**src/rtl/ikaopll_lfo_pkg.sv**
```systemverilog
// rtl/ikaopll_lfo_pkg.sv - shared constants and encodings for the IKAOPLL LFO
package ikaopll_lfo_pkg;

  localparam int PRESC_W_DEF       = 6;
  localparam int PM_DIV_W_DEF      = 4;
  localparam int PM_W_DEF          = 3;
  localparam int AM_W_DEF          = 8;
  localparam int AM_TOP_OPLL       = 105;
  localparam int AM_OUTW_DEF       = 4;
  localparam int AM_SH_DEEP_DEF    = 3;
  localparam int AM_SH_SHALLOW_DEF = 5;

  localparam int TEST_CLR  = 1;
  localparam int TEST_FAST = 3;

  typedef enum logic {
    AM_DIR_UP   = 1'b0,
    AM_DIR_DOWN = 1'b1
  } am_dir_e;

endpackage

```
**src/rtl/ikaopll_lfo_tri.sv**
```systemverilog
// rtl/ikaopll_lfo_tri.sv - up/down triangle counter driving the tremolo depth
module ikaopll_lfo_tri
  import ikaopll_lfo_pkg::*;
#(
  parameter int AM_W   = AM_W_DEF,
  parameter int AM_TOP = AM_TOP_OPLL
) (
  input  logic            clk_i,
  input  logic            rst_n_i,
  input  logic            en_i,
  input  logic            clr_i,
  input  logic            step_i,
  output logic [AM_W-1:0] cnt_o
);

  localparam logic [AM_W-1:0] TOP_V = AM_W'(AM_TOP);

  logic [AM_W-1:0] cnt_q, cnt_d;
  am_dir_e         dir_q, dir_d;

  // The turn-around steps jump straight to the neighbour so each peak is held one step only.
  always_comb begin
    cnt_d = cnt_q;
    dir_d = dir_q;
    if (clr_i) begin
      cnt_d = '0;
      dir_d = AM_DIR_UP;
    end else if (step_i) begin
      if (dir_q == AM_DIR_UP) begin
        if (cnt_q == TOP_V) begin
          dir_d = AM_DIR_DOWN;
          cnt_d = TOP_V - AM_W'(1);
        end else begin
          cnt_d = cnt_q + AM_W'(1);
        end
      end else begin
        if (cnt_q == '0) begin
          dir_d = AM_DIR_UP;
          cnt_d = AM_W'(1);
        end else begin
          cnt_d = cnt_q - AM_W'(1);
        end
      end
    end
  end

  always_ff @(posedge clk_i) begin
    if (!rst_n_i) begin
      cnt_q <= '0;
      dir_q <= AM_DIR_UP;
    end else if (en_i) begin
      cnt_q <= cnt_d;
      dir_q <= dir_d;
    end
  end

  assign cnt_o = cnt_q;

endmodule

```
**src/rtl/ikaopll_lfo_gen.sv**
```systemverilog
// rtl/ikaopll_lfo_gen.sv - LFO producing latched vibrato index and tremolo attenuation
module ikaopll_lfo_gen
  import ikaopll_lfo_pkg::*;
#(
  parameter int PRESC_W       = PRESC_W_DEF,
  parameter int PM_DIV_W      = PM_DIV_W_DEF,
  parameter int PM_W          = PM_W_DEF,
  parameter int AM_W          = AM_W_DEF,
  parameter int AM_TOP        = AM_TOP_OPLL,
  parameter int AM_OUTW       = AM_OUTW_DEF,
  parameter int AM_SH_DEEP    = AM_SH_DEEP_DEF,
  parameter int AM_SH_SHALLOW = AM_SH_SHALLOW_DEF
) (
  input  logic               i_EMUCLK,
  input  logic               i_IC_n,
  input  logic               i_phi1_PCEN_n,
  input  logic               i_phi1_NCEN_n,
  input  logic               i_CYCLE_00,
  input  logic               i_CYCLE_21,
  input  logic [3:0]         i_TEST,
  input  logic               i_AM_DEEP,
  output logic [PM_W-1:0]    o_PMVAL,
  output logic [AM_OUTW-1:0] o_AMVAL
);

  if ((AM_TOP >> AM_SH_DEEP) >= (1 << AM_OUTW)) begin : g_bad_depth
    $error("ikaopll_lfo_gen: AM_TOP >> AM_SH_DEEP does not fit in AM_OUTW bits");
  end
  if (AM_TOP >= (1 << AM_W)) begin : g_bad_top
    $error("ikaopll_lfo_gen: AM_TOP does not fit in AM_W bits");
  end

  logic [PRESC_W-1:0]  presc_q, presc_d;
  logic [PM_DIV_W-1:0] pm_div_q, pm_div_d;
  logic [PM_W-1:0]     pm_cnt_q, pm_cnt_d;
  logic [PM_W-1:0]     pmval_q, pmval_d;
  logic [AM_OUTW-1:0]  amval_q, amval_d;
  logic [AM_W-1:0]     am_cnt;
  logic [AM_W-1:0]     am_shifted;

  logic upd_en, latch_en, clr, fast, presc_co, pm_co, pm_step, am_step;
  logic unused_test;

  assign upd_en      = ~i_phi1_NCEN_n;
  assign latch_en    = ~i_phi1_PCEN_n & i_CYCLE_00;
  assign clr         = i_TEST[TEST_CLR];
  assign fast        = i_CYCLE_21 & i_TEST[TEST_FAST];
  assign presc_co    = (&presc_q) & i_CYCLE_21;
  assign pm_co       = (&pm_div_q) & presc_co;
  assign pm_step     = pm_co | fast;
  assign am_step     = presc_co | fast;
  assign unused_test = ^{i_TEST[0], i_TEST[2]};

  always_comb begin
    presc_d  = presc_q;
    pm_div_d = pm_div_q;
    pm_cnt_d = pm_cnt_q;
    if (clr) begin
      presc_d  = '0;
      pm_div_d = '0;
      pm_cnt_d = '0;
    end else begin
      if (i_CYCLE_21) presc_d  = presc_q + PRESC_W'(1);
      if (presc_co)   pm_div_d = pm_div_q + PM_DIV_W'(1);
      if (pm_step)    pm_cnt_d = pm_cnt_q + PM_W'(1);
    end
  end

  ikaopll_lfo_tri #(
    .AM_W   (AM_W),
    .AM_TOP (AM_TOP)
  ) u_tri (
    .clk_i   (i_EMUCLK),
    .rst_n_i (i_IC_n),
    .en_i    (upd_en),
    .clr_i   (clr),
    .step_i  (am_step),
    .cnt_o   (am_cnt)
  );

  // Depth is chosen at latch time only, so i_AM_DEEP may toggle freely mid-frame.
  assign am_shifted = i_AM_DEEP ? (am_cnt >> AM_SH_DEEP) : (am_cnt >> AM_SH_SHALLOW);

  always_comb begin
    pmval_d = pmval_q;
    amval_d = amval_q;
    if (latch_en) begin
      pmval_d = pm_cnt_q;
      amval_d = am_shifted[AM_OUTW-1:0];
    end
  end

  always_ff @(posedge i_EMUCLK) begin
    if (!i_IC_n) begin
      presc_q  <= '0;
      pm_div_q <= '0;
      pm_cnt_q <= '0;
      pmval_q  <= '0;
      amval_q  <= '0;
    end else begin
      if (upd_en) begin
        presc_q  <= presc_d;
        pm_div_q <= pm_div_d;
        pm_cnt_q <= pm_cnt_d;
      end
      pmval_q <= pmval_d;
      amval_q <= amval_d;
    end
  end

  assign o_PMVAL = pmval_q;
  assign o_AMVAL = amval_q;

endmodule

```
**config.mk**
```make
export PLATFORM = sky130hd
export DESIGN_NAME = ikaopll_lfo_gen
export DESIGN_NICKNAME = d
export VERILOG_FILES = /design/src/rtl/ikaopll_lfo_pkg.sv /design/src/rtl/ikaopll_lfo_tri.sv /design/src/rtl/ikaopll_lfo_gen.sv
export SDC_FILE = /design/constraint.sdc
export NUM_CORES = 1
export LEC_CHECK = 0
export BUFFER_PORTS_ARGS = -buffer_cell sky130_fd_sc_hd__clkbuf_2
export CAP_MARGIN = 10
export CORE_AREA = 2 2 62 93
export DETAILED_ROUTE_END_ITERATION = 6
export DIE_AREA = 0 0 64 95
export GPL_TIMING_DRIVEN = 0
export SYNTH_ARGS = -nofsm -noshare
export SYNTH_HDL_FRONTEND = slang
export SYNTH_HIERARCHICAL = 1
export SYNTH_SLANG_ARGS = --single-unit
```
**constraint.sdc**
```tcl
create_clock -name i_EMUCLK -period 3.2 [get_ports i_EMUCLK]
set_input_delay 0.32 -clock i_EMUCLK [delete_from_list [all_inputs] [get_ports i_EMUCLK]]
set_output_delay 0.32 -clock i_EMUCLK [all_outputs]
set_load 0.01 [all_outputs]
```
==> results.sh <==
export IMPL_cp_common_cell="nand2_1"
export IMPL_slew_headroom_pct=68.69
export IMPL_synth_fa_ha_area_share_pct=4.905
export IMPL_drcViolationCount=0
export IMPL_ant_nets=0
export IMPL_cp_num_buf_inv=1
export IMPL_synthFlopType="dfxtp_1"
export IMPL_total_power_mw=0.7361
export IMPL_fmax_ghz=0.4685
export IMPL_status="finished, final reports clean"
export IMPL_yosys_area_share_simple_pct=28.87
export IMPL_first_pass_iters=4
export IMPL_cp_cell_sequence="ha_1 -> nand2_1 -> or2_0 -> nand2_1 -> and4b_1 -> clkbuf_1 -> o21ai_2 -> nor3b_1 -> a221o_1"
export IMPL_clockBufferDepth=2
export IMPL_grt_pass1_vias=1602
export IMPL_area_delta_synth_final_pct=13.95
export IMPL_syn_nets=226
export IMPL_numPlacedInstances=293
export IMPL_finalInstanceArea_um2=2034
export IMPL_tightest_slew_ns=0.4696
export IMPL_vias=1616
export IMPL_htreeDepth=2
export IMPL_dpl_cell_area_um2=1948
export IMPL_synth_compound_area_share_pct=20.18
export IMPL_synth_seq_area_share_pct=32.52
export IMPL_cts_resized_gates=0
export IMPL_yosysWarnings=6
export IMPL_fin_skew_ns=0.003630
export IMPL_vdd_drop_max_v=0.0001313
export IMPL_start_kind="flop"
export IMPL_die_width_um=64
export IMPL_critPathMaxFanout=6
export IMPL_hold_path_class="in -> reg"
export IMPL_rsz0062_at_grt="no"
export IMPL_rows=33
export IMPL_synth_xor_area_share_pct=3.434
export IMPL_layout_min_cycle_time_ns=2.135
export IMPL_cts_tree="built"
export IMPL_clock_sinks=29
export IMPL_cts_setup_buffers=0
export IMPL_grt_util_all_layers_pct=15.64
export IMPL_synth_cell_types=64
export IMPL_netlist_area_um2=1785
export IMPL_cts_buffers=5
export IMPL_finalNetCount=248
export IMPL_antenna_cells=0
export IMPL_port_buffers=15
export IMPL_root_buffer="clkbuf_8"
export IMPL_layout_common_cells="29 x dfxtp_1, 21 x nand2_1, 16 x clkbuf_2, 11 x nand3_1, 10 x nor2_1"
export IMPL_synth_area_mux_share_pct=5.116
export IMPL_dr_first_iter_drc_count=83
export IMPL_cp_arrival_ns=2.37
export IMPL_grt_start_max_net_pins=11
export IMPL_worstSetupPathType="reg -> reg"
export IMPL_p_leak_nw=0.7797
export IMPL_cp_required_ns=3.43
export IMPL_syn_inst=208
export IMPL_antenna_found_initial=0
export IMPL_final_core_util_pct=38.20
export IMPL_gp_congestion=0.8509
export IMPL_start_util_pct=33.52
export IMPL_drv_slew=0
export IMPL_core_area_um2=5326
export IMPL_finalCritPeriodShare_pct=66.71
export IMPL_dieArea_um2=6080
export IMPL_grt_pass1_wl_um=7452
export IMPL_ys_seq_elements=29
export IMPL_clk_pin_slew_worst_paths_ns=0.07
export IMPL_finalHoldViolCount=0
export IMPL_synth_top_family_by_area="simple AND/OR/NAND/NOR gates"
export IMPL_layout_commonest_cell="dfxtp_1"
export IMPL_dp_hpwl_um=3122
export IMPL_wl_um=4239
export IMPL_cp_end_kind="flop"
export IMPL_finalNonFillerCells=301
export IMPL_setup_viol=0
export IMPL_clock_latency_ns=0.28
export IMPL_crit_family="simple AND/OR/NAND/NOR gates"
export IMPL_async_flop_share_pct=0
export IMPL_holdBufCountCts=0
export IMPL_synth_edf_count=0
export IMPL_powerDensity_nw_per_um2=361.8
export IMPL_fin_setup_tns_ns=0
export IMPL_wl_per_cell_um=14.08
export IMPL_cp_slowest_stage_delay_ns=0.38
export IMPL_fillers=535
export IMPL_routed_via_density=5.369
export IMPL_io_pins=18
export IMPL_maxCapViolCount=0
export IMPL_avgSynthCellArea_um2=8.584
export IMPL_layout_drive_gt1_share_pct=17.75
export IMPL_die_h_um=95
export IMPL_cp_slowest_cell="dfxtp_1"
export IMPL_grt_overflow=0
[cells in the mapped netlist (2+ instances only)]
| cell | instances | area share (%) |
|---|---|---|
| nand3_1 | 11 | 3.1 |
| clkbuf_1 | 5 | 1.1 |
| a21boi_0 | 2 | 0.84 |
| or3_1 | 3 | 1.1 |
| nor2_1 | 10 | 2.1 |
| a32oi_1 | 2 | 0.98 |
| inv_1 | 7 | 1.5 |
| nand2b_1 | 5 | 1.8 |
| a21oi_1 | 4 | 1.1 |
| nand2_1 | 21 | 4.4 |
| dfxtp_1 | 29 | 33 |
| nand4b_1 | 4 | 2.0 |
| or2_2 | 2 | 0.70 |
| o21ai_0 | 5 | 1.4 |
| o21a_1 | 3 | 1.3 |
| a31oi_1 | 3 | 1.1 |
| nor3b_1 | 3 | 1.3 |
| and2_1 | 2 | 0.70 |
| o32ai_1 | 2 | 0.98 |
| xnor2_1 | 5 | 2.5 |
| o211a_1 | 3 | 1.7 |
| nor3_1 | 7 | 2.0 |
| mux2i_1 | 8 | 4.5 |
| o31ai_1 | 3 | 1.3 |
| xor2_1 | 2 | 0.98 |
| buf_2 | 4 | 1.1 |
| o22ai_1 | 3 | 1.1 |
| nor2b_1 | 6 | 2.1 |
| ha_1 | 7 | 4.9 |
| nand4_1 | 3 | 1.1 |
[final cells by class]
cell class | count | area [um2] | area share, %
Inverter | 7 | 26.28 | 1.292
Multi-Input combinational cell | 160 | 1116 | 54.86
Timing Repair Buffer | 15 | 75.07 | 3.690
Buffer | 12 | 62.56 | 3.075
Clock buffer | 5 | 68.82 | 3.383
Sequential cell | 29 | 580.6 | 28.54
Clock inverter | 3 | 17.52 | 0.8610
Tap cell | 70 | 87.58 | 4.305
[registers in the layout, indices dropped and copies added, names as in the netlist]
register and count:
presc_q 6, o_PMVAL 3, o_AMVAL 4, u_tri/dir_q 1
pm_cnt_q 3, pm_div_q 4, u_tri/cnt_o 8
[final timing paths]
| check | from | to | slack, ns | cells after the start |
|---|---|---|---|---|
| setup reg to reg | presc_q[0]$_SDFFE_PN0P_ | u_tri/cnt_o[6]$_SDFFE_PN0P_ | 1.07 | 9 |
| hold reg to reg | pm_cnt_q[1]$_SDFFE_PN0P_ | pm_cnt_q[1]$_SDFFE_PN0P_ | 0.49 | 2 |
| setup / recovery | presc_q[0]$_SDFFE_PN0P_ | u_tri/cnt_o[6]$_SDFFE_PN0P_ | 1.07 | 9 |
| hold / removal | i_IC_n | u_tri/dir_q$_SDFFE_PN0P_ | 0.33 | 3 |
[routing by layer]
layer | part of all wire, % | routed length (um) | vias up | GRT usage (%)
met5 | 0 | 0 | - | 0
met4 | 2.5 | 106 | 0 | 7.790
met3 | 2.9 | 124 | 11 | 3.337
met2 | 54 | 2269 | 29 | 28.04
met1 | 41 | 1739 | 768 | 17.20
li1 | - | - | 808 | -
[per-stage QoR]
step	hold slack [ns]	setup slack [ns]
after floorplan	0.4361	1.421
after global placement	0.4661	1.110
after detailed placement	0.4796	1.102
after CTS	0.3240	1.082
after global routing	0.3244	0.9099
final	0.3283	1.065
[cells by family after synthesis]
group / Yosys count
DFF: 29
adders and majority gates: 7
muxes: 9
xor gates and xnor gates: 7
AOI/OAI and AO/OA: 48
buffers and inverters: 19
and+or+nand+nor: 89
[report_power, final]
| part | internal (mW) | switching, mW | total [mW] |
|---|---|---|---|
| clock | 0.150 | 0.155 | 0.305 |
| sequential | 0.366 | 0.00445 | 0.370 |
| combinational | 0.0253 | 0.0360 | 0.0613 |
| total | 0.541 | 0.195 | 0.736 |
[tightest hold or removal path, delay by kind of cell]
kind	cells	cell delay (ns)
buf+inv	1	0.14
compound gates	1	0.04
simple gates	1	0.07
No activity file was read; power rests on OpenSTA's default activity.
